### src/rtl/lsu_mem_ctrl_if.sv
// Request/response and RAM-side signal bundle for the load/store unit.
// The slave modport is the LSU; the master modport is the core plus data RAM.
interface lsu_mem_ctrl_if;
  logic        req_valid;
  logic        req_ready;
  logic        req_we;
  logic [2:0]  req_funct3;
  logic [31:0] req_addr;
  logic [31:0] req_wdata;
  logic        rsp_valid;
  logic [31:0] rsp_rdata;
  logic        rsp_misalign;
  logic        rsp_oor;
  logic [1:0]  mem_we;
  logic [31:0] mem_daddr;
  logic [31:0] mem_indata;
  logic [31:0] mem_outdata;

  modport slave (
    input  req_valid, req_we, req_funct3, req_addr, req_wdata, mem_outdata,
    output req_ready, rsp_valid, rsp_rdata, rsp_misalign, rsp_oor,
           mem_we, mem_daddr, mem_indata
  );

  modport master (
    output req_valid, req_we, req_funct3, req_addr, req_wdata, mem_outdata,
    input  req_ready, rsp_valid, rsp_rdata, rsp_misalign, rsp_oor,
           mem_we, mem_daddr, mem_indata
  );
endinterface

### src/rtl/lsu_mem_ctrl.sv
// Single-outstanding load/store sequencer for the byte-lane data RAM.
// Splits SH into two byte writes and formats load data by size/sign.
module lsu_mem_ctrl #(
  parameter int MEM_AW  = 12,
  parameter bit CHK_OOR = 1'b1
) (
  input  logic          clk,
  input  logic          rst_n,
  lsu_mem_ctrl_if.slave bus
);
  typedef enum logic [2:0] {IDLE, LD_ADDR, LD_DATA, ST_LO, ST_HI} state_t;

  state_t      state_reg, state_next;
  logic [31:0] addr_reg, addr_next;
  logic [31:0] wdata_reg, wdata_next;
  logic [2:0]  funct3_reg, funct3_next;
  logic        rsp_valid_reg, rsp_valid_next;
  logic        rsp_misalign_reg, rsp_misalign_next;
  logic        rsp_oor_reg, rsp_oor_next;
  logic [31:0] rsp_rdata_reg, rsp_rdata_next;

  logic [1:0]  mem_we_c;
  logic [31:0] mem_daddr_c, mem_indata_c;
  logic        ready, accept, req_misalign, req_oor;
  logic [7:0]  lane [4];
  logic [7:0]  sel_byte;
  logic [15:0] sel_half;
  logic [31:0] load_fmt;

  genvar gi;
  generate
    for (gi = 0; gi < 4; gi++) begin : g_lane
      assign lane[gi] = bus.mem_outdata[8*gi +: 8];
    end
  endgenerate

  assign ready  = rst_n && (state_reg == IDLE);
  assign accept = bus.req_valid && ready;

  // Unsigned loads have no store counterpart, so 10x with we=1 is illegal.
  always_comb begin
    case (bus.req_funct3)
      3'b000:  req_misalign = 1'b0;
      3'b001:  req_misalign = bus.req_addr[0];
      3'b010:  req_misalign = |bus.req_addr[1:0];
      3'b100:  req_misalign = bus.req_we;
      3'b101:  req_misalign = bus.req_we | bus.req_addr[0];
      default: req_misalign = 1'b1;
    endcase
  end

  assign req_oor = CHK_OOR && ((bus.req_addr >> MEM_AW) != 32'd0);

  assign sel_byte = lane[addr_reg[1:0]];
  assign sel_half = addr_reg[1] ? bus.mem_outdata[31:16] : bus.mem_outdata[15:0];

  always_comb begin
    case (funct3_reg)
      3'b000:  load_fmt = {{24{sel_byte[7]}}, sel_byte};
      3'b100:  load_fmt = {24'h0, sel_byte};
      3'b001:  load_fmt = {{16{sel_half[15]}}, sel_half};
      3'b101:  load_fmt = {16'h0, sel_half};
      default: load_fmt = bus.mem_outdata;
    endcase
  end

  always_comb begin
    state_next        = state_reg;
    addr_next         = addr_reg;
    wdata_next        = wdata_reg;
    funct3_next       = funct3_reg;
    rsp_valid_next    = 1'b0;
    rsp_misalign_next = 1'b0;
    rsp_oor_next      = 1'b0;
    rsp_rdata_next    = 32'h0;
    mem_we_c          = 2'b00;
    mem_daddr_c       = addr_reg;
    mem_indata_c      = wdata_reg;
    case (state_reg)
      IDLE: begin
        if (accept) begin
          if (req_misalign) begin
            rsp_valid_next    = 1'b1;
            rsp_misalign_next = 1'b1;
          end else if (req_oor) begin
            rsp_valid_next = 1'b1;
            rsp_oor_next   = 1'b1;
          end else begin
            addr_next   = bus.req_addr;
            wdata_next  = bus.req_wdata;
            funct3_next = bus.req_funct3;
            state_next  = bus.req_we ? ST_LO : LD_ADDR;
          end
        end
      end
      LD_ADDR: state_next = LD_DATA;
      LD_DATA: begin
        rsp_valid_next = 1'b1;
        rsp_rdata_next = load_fmt;
        state_next     = IDLE;
      end
      ST_LO: begin
        mem_we_c = (funct3_reg == 3'b010) ? 2'b01 : 2'b11;
        if (funct3_reg == 3'b001) begin
          state_next = ST_HI;
        end else begin
          rsp_valid_next = 1'b1;
          state_next     = IDLE;
        end
      end
      ST_HI: begin
        mem_we_c       = 2'b11;
        mem_daddr_c    = addr_reg | 32'd1;
        mem_indata_c   = {24'h0, wdata_reg[15:8]};
        rsp_valid_next = 1'b1;
        state_next     = IDLE;
      end
      default: state_next = IDLE;
    endcase
  end

  always_ff @(posedge clk) begin
    if (!rst_n) begin
      state_reg        <= IDLE;
      addr_reg         <= 32'h0;
      wdata_reg        <= 32'h0;
      funct3_reg       <= 3'b000;
      rsp_valid_reg    <= 1'b0;
      rsp_misalign_reg <= 1'b0;
      rsp_oor_reg      <= 1'b0;
      rsp_rdata_reg    <= 32'h0;
    end else begin
      state_reg        <= state_next;
      addr_reg         <= addr_next;
      wdata_reg        <= wdata_next;
      funct3_reg       <= funct3_next;
      rsp_valid_reg    <= rsp_valid_next;
      rsp_misalign_reg <= rsp_misalign_next;
      rsp_oor_reg      <= rsp_oor_next;
      rsp_rdata_reg    <= rsp_rdata_next;
    end
  end

  // The RAM must never see a write while reset is held, whatever the state.
  assign bus.mem_we       = rst_n ? mem_we_c : 2'b00;
  assign bus.mem_daddr    = mem_daddr_c;
  assign bus.mem_indata   = mem_indata_c;
  assign bus.req_ready    = ready;
  assign bus.rsp_valid    = rsp_valid_reg;
  assign bus.rsp_misalign = rsp_misalign_reg;
  assign bus.rsp_oor      = rsp_oor_reg;
  assign bus.rsp_rdata    = rsp_rdata_reg;
endmodule

### src/flat_wrapper.sv
// flat-port wrapper written by rule: the top's interface ports become plain ports
module lsu_mem_ctrl_flat 
#(
  parameter int MEM_AW  = 12,
  parameter bit CHK_OOR = 1'b1
)
  (clk, rst_n, bus_req_valid, bus_req_we, bus_req_funct3, bus_req_addr, bus_req_wdata, bus_mem_outdata, bus_req_ready, bus_rsp_valid, bus_rsp_rdata, bus_rsp_misalign, bus_rsp_oor, bus_mem_we, bus_mem_daddr, bus_mem_indata);
  lsu_mem_ctrl_if bus_i ();
  input  logic clk;
  input  logic rst_n;
  input wire logic [$bits(bus_i.req_valid)-1:0] bus_req_valid;
  input wire logic [$bits(bus_i.req_we)-1:0] bus_req_we;
  input wire logic [$bits(bus_i.req_funct3)-1:0] bus_req_funct3;
  input wire logic [$bits(bus_i.req_addr)-1:0] bus_req_addr;
  input wire logic [$bits(bus_i.req_wdata)-1:0] bus_req_wdata;
  input wire logic [$bits(bus_i.mem_outdata)-1:0] bus_mem_outdata;
  output wire logic [$bits(bus_i.req_ready)-1:0] bus_req_ready;
  output wire logic [$bits(bus_i.rsp_valid)-1:0] bus_rsp_valid;
  output wire logic [$bits(bus_i.rsp_rdata)-1:0] bus_rsp_rdata;
  output wire logic [$bits(bus_i.rsp_misalign)-1:0] bus_rsp_misalign;
  output wire logic [$bits(bus_i.rsp_oor)-1:0] bus_rsp_oor;
  output wire logic [$bits(bus_i.mem_we)-1:0] bus_mem_we;
  output wire logic [$bits(bus_i.mem_daddr)-1:0] bus_mem_daddr;
  output wire logic [$bits(bus_i.mem_indata)-1:0] bus_mem_indata;
  assign bus_i.req_valid = bus_req_valid;
  assign bus_i.req_we = bus_req_we;
  assign bus_i.req_funct3 = bus_req_funct3;
  assign bus_i.req_addr = bus_req_addr;
  assign bus_i.req_wdata = bus_req_wdata;
  assign bus_i.mem_outdata = bus_mem_outdata;
  assign bus_req_ready = bus_i.req_ready;
  assign bus_rsp_valid = bus_i.rsp_valid;
  assign bus_rsp_rdata = bus_i.rsp_rdata;
  assign bus_rsp_misalign = bus_i.rsp_misalign;
  assign bus_rsp_oor = bus_i.rsp_oor;
  assign bus_mem_we = bus_i.mem_we;
  assign bus_mem_daddr = bus_i.mem_daddr;
  assign bus_mem_indata = bus_i.mem_indata;
  lsu_mem_ctrl #(.MEM_AW(MEM_AW), .CHK_OOR(CHK_OOR)) u_core (.clk(clk), .rst_n(rst_n), .bus(bus_i));
endmodule
### config.mk
export PLATFORM = sky130hd
export DESIGN_NAME = lsu_mem_ctrl_flat
export DESIGN_NICKNAME = d
export VERILOG_FILES = /design/src/rtl/lsu_mem_ctrl_if.sv /design/src/rtl/lsu_mem_ctrl.sv /design/src/flat_wrapper.sv
export SDC_FILE = /design/constraint.sdc
export NUM_CORES = 1
export LEC_CHECK = 0
export CAP_MARGIN = 20
export CORE_UTILIZATION = 40
export CTS_BUF_LIST = sky130_fd_sc_hd__clkbuf_16
export DETAILED_ROUTE_END_ITERATION = 8
export GPL_TIMING_DRIVEN = 1
export HOLD_SLACK_MARGIN = 0.06
export PLACE_DENSITY = 0.76
export SLEW_MARGIN = 5
export SYNTH_ARGS = -nofsm -noshare
export SYNTH_HDL_FRONTEND = slang
export SYNTH_SLANG_ARGS = --single-unit
### constraint.sdc
create_clock -name clk -period 2.3 [get_ports clk]
set_clock_uncertainty 0.2 [all_clocks]
set_input_delay 0.575 -clock clk [delete_from_list [all_inputs] [get_ports clk]]
set_output_delay 0.575 -clock clk [all_outputs]
set_load 0.1 [all_outputs]
==> results.sh <==
export IMPL_worstSetupEndpointType="output pin"
export IMPL_nNetsFinal=820
export IMPL_cp_start_kind="register"
export IMPL_drt_iter0_markers=394
export IMPL_fmax_ghz=0.413
export IMPL_synth_edff_count=0
export IMPL_postCtsHoldBufs=0
export IMPL_synth_main_ff_cell="dfxtp_1"
export IMPL_synthMuxAreaShare_pct=5.54
export IMPL_arrival_ns=1.65
export IMPL_dp_hpwl_um=10800
export IMPL_initial_utilization_pct=41.2
export IMPL_area_growth_pct=64.7
export IMPL_synthXorXnorAreaFrac_pct=0
export IMPL_fp_dieH_um=111
export IMPL_cpMostUsedCell="buf_12"
export IMPL_utilization_pct=67.8
export IMPL_h_tree_depth=3
export IMPL_grt_start_max_net_pins=62
export IMPL_crit_path_cell_trace="nor2_4 > and2_4 > buf_12 > mux2_4 > buf_12"
export IMPL_drive_gt1_share_pct=32.8
export IMPL_fin_crit_ns=2.42
export IMPL_period_share_pct=105
export IMPL_crit_family="flip-flops"
export IMPL_dieArea_mm2=0.0122
export IMPL_fin_area_mm2=0.00777
export IMPL_syn_cell_area_mm2=0.00472
export IMPL_required_ns=1.52
export IMPL_viasPerCell=5.35
export IMPL_clock_latency_ns=0.34
export IMPL_first_global_vias=4640
export IMPL_ys_seq_elements=105
export IMPL_outcome="finished, violations left"
export IMPL_crit_type="reg -> out"
export IMPL_synthDistinctLibCells=44
export IMPL_ios=205
export IMPL_timing_final_ws_setup_ns=-0.124
export IMPL_violations="setup timing"
export IMPL_antenna_found_initial=0
export IMPL_dpl_cell_area_mm2=0.00726
export IMPL_worst_pin_slew_ns=0.586
export IMPL_synth_async_reset_ratio_pct=0
export IMPL_synth_simple_gate_area_share_pct=23.0
export IMPL_p_per_area_mw_per_mm2=500
export IMPL_cts_tree="yes"
export IMPL_synth_compound_area_share_pct=15.9
export IMPL_rsz0062_at_grt="yes"
export IMPL_rows=39
export IMPL_grt_overflow=0
export IMPL_routed_wl_um=15000
export IMPL_cts_made_buffers=9
export IMPL_worst_path_buf_inv=2
export IMPL_diodes=0
export IMPL_dr_pass1_iters=5
export IMPL_drc=0
export IMPL_cp_max_fo=8
export IMPL_synth_fa_ha_area_share_pct=0
export IMPL_gp_congestion=0.919
export IMPL_p_leak_nw=3.12
export IMPL_avgSynthCellArea_um2=8.82
export IMPL_peakVddDrop_mv=0.390
export IMPL_grt_pass1_wl_um=23800
export IMPL_final_max_slew_violation_count=0
export IMPL_hold_path_class="reg -> reg"
export IMPL_hold_violations=0
export IMPL_port_buffers=204
export IMPL_synth_fp_nets=638
export IMPL_finalSetupTns_ns=-2.15
export IMPL_wire_per_inst_um=17.3
export IMPL_finalSetupViolations=27
export IMPL_cp_slowest_cell="dfxtp_2"
export IMPL_drt_antenna_violating_nets=0
export IMPL_grt_total_usage_pct=24.3
export IMPL_critPathMaxStageDelay_ns=0.34
export IMPL_synth_warnings=0
export IMPL_maxCapViolCount=0
export IMPL_seq_area_frac_synth_pct=44.5
export IMPL_die_x_um=111
export IMPL_clockBufferDepth=2
export IMPL_clock_sinks=105
export IMPL_slew_headroom_pct=60.9
export IMPL_synth_top_family_by_area="simple AND/OR/NAND/NOR gates"
export IMPL_num_vias=4627
export IMPL_clk_pin_slew_ns=0.07
export IMPL_cts_root_buf="clkbuf_16"
export IMPL_core_mm2=0.0115
export IMPL_synthCells=535
[cell usage in the layout, fill, tap and decap left out, types with 16 or more instances in the layout]
master	synthesis	final
o21ai_0	36	35
a21oi_1	21	21
o21ai_2	20	20
dfxtp_1	105	102
mux2i_1	16	16
nor2b_4	0	24
buf_12	2	45
and3_1	21	21
buf_4	31	97
nand2_1	88	86
clkdlybuf4s50_1	0	100
nand4_1	41	41
[what timing repair did]
action,4_1_cts,5_1_grt
pin swaps,1,4
buffers inserted,2,4
gates resized for setup,16,13
endpoints found under the setup margin,30,89
gates cloned,1,0
[layout make-up]
| class | count | area, um2 |
|---|---|---|
| Fill cell | 870 | 3690 |
| Clock buffer | 9 | 225 |
| Multi-Input combinational cell | 340 | 2380 |
| Tap cell | 143 | 179 |
| Timing Repair Buffer | 249 | 2720 |
| Clock inverter | 7 | 110 |
| Sequential cell | 105 | 2110 |
| Inverter | 12 | 50.0 |
[through the flow]
| step | setup WS [ns] | cells | hold WS (ns) | total power (W) |
|---|---|---|---|---|
| 2_1_floorplan | -0.538 | 535 | 0.234 | 0.00196 |
| 3_3_place_gp | -0.205 | 842 | 0.245 | 0.00219 |
| 3_5_place_dp | -0.251 | 842 | 0.252 | 0.00220 |
| 4_1_cts | -0.150 | 861 | 0.265 | 0.00392 |
| 5_1_grt | -0.161 | 865 | 0.276 | 0.00401 |
| 6_report | -0.124 | 865 | 0.262 | 0.00389 |
[routing by layer]
| layer | vias up | part of all wire, % | GRT usage, % |
|---|---|---|---|
| met5 | - | 0 | 0 |
| met4 | 0 | 2.6 | 10.4 |
| met3 | 31 | 9.2 | 7.35 |
| met2 | 246 | 49 | 41.5 |
| met1 | 2148 | 39 | 27.9 |
| li1 | 2202 | - | - |
[final timing paths]
check | from | depth (start not counted) | slack, ns | endpoint
max | u_core.state_reg[0]$_SDFFE_PN0P_ | 5 | -0.12 | bus_mem_indata[4]
max reg2reg | u_core.addr_reg[0]$_SDFFE_PN0P_ | 4 | 0.40 | u_core.bus.rsp_rdata[4]$_SDFF_PN0_
min reg2reg | u_core.addr_reg[8]$_SDFFE_PN0P_ | 2 | 0.26 | u_core.addr_reg[8]$_SDFFE_PN0P_
min | u_core.addr_reg[8]$_SDFFE_PN0P_ | 2 | 0.26 | u_core.addr_reg[8]$_SDFFE_PN0P_
[power breakdown]
part | switching [W] | internal, W | total [W]
logic | 0.000142 | 0.000203 | 0.000345
registers | 0.000000684 | 0.00182 | 0.00182
clock network | 0.000672 | 0.00105 | 0.00173
[logic make-up after synthesis]
family	after synthesis
simple gates	202
compound gates	113
flops	105
buf+inv	90
mux	25
[worst register-to-register path: cells and delay by family (launching register included)]
kind,cells,cell delay (ns)
flip-flops,1,0.59
AO/OA/AOI/OAI,1,0.36
AND/OR/NAND/NOR,1,0.28
buffers and inverters,1,0.25
multiplexers,1,0.10
[cells in the mapped netlist, types with 3 or more instances]
cell / instances / share of area [%]
o21ai_0: 36 / 3.8
dfxtp_1: 105 / 45
mux2i_1: 16 / 3.4
a221oi_1: 15 / 2.8
a21boi_0: 7 / 1.1
nor2_1: 3 / 0.24
and3_1: 21 / 2.8
clkbuf_1: 27 / 2.1
inv_1: 11 / 0.87
buf_4: 31 / 4.9
o21ai_2: 20 / 3.7
nand4_1: 41 / 5.4
o22ai_1: 6 / 0.80
nor2b_1: 28 / 3.7
mux2_2: 9 / 2.1
nor4_1: 4 / 0.53
nand2_1: 88 / 7.0
a21oi_1: 21 / 2.2
buf_2: 14 / 1.5
Note: power is estimated with default switching activity, not from simulation.
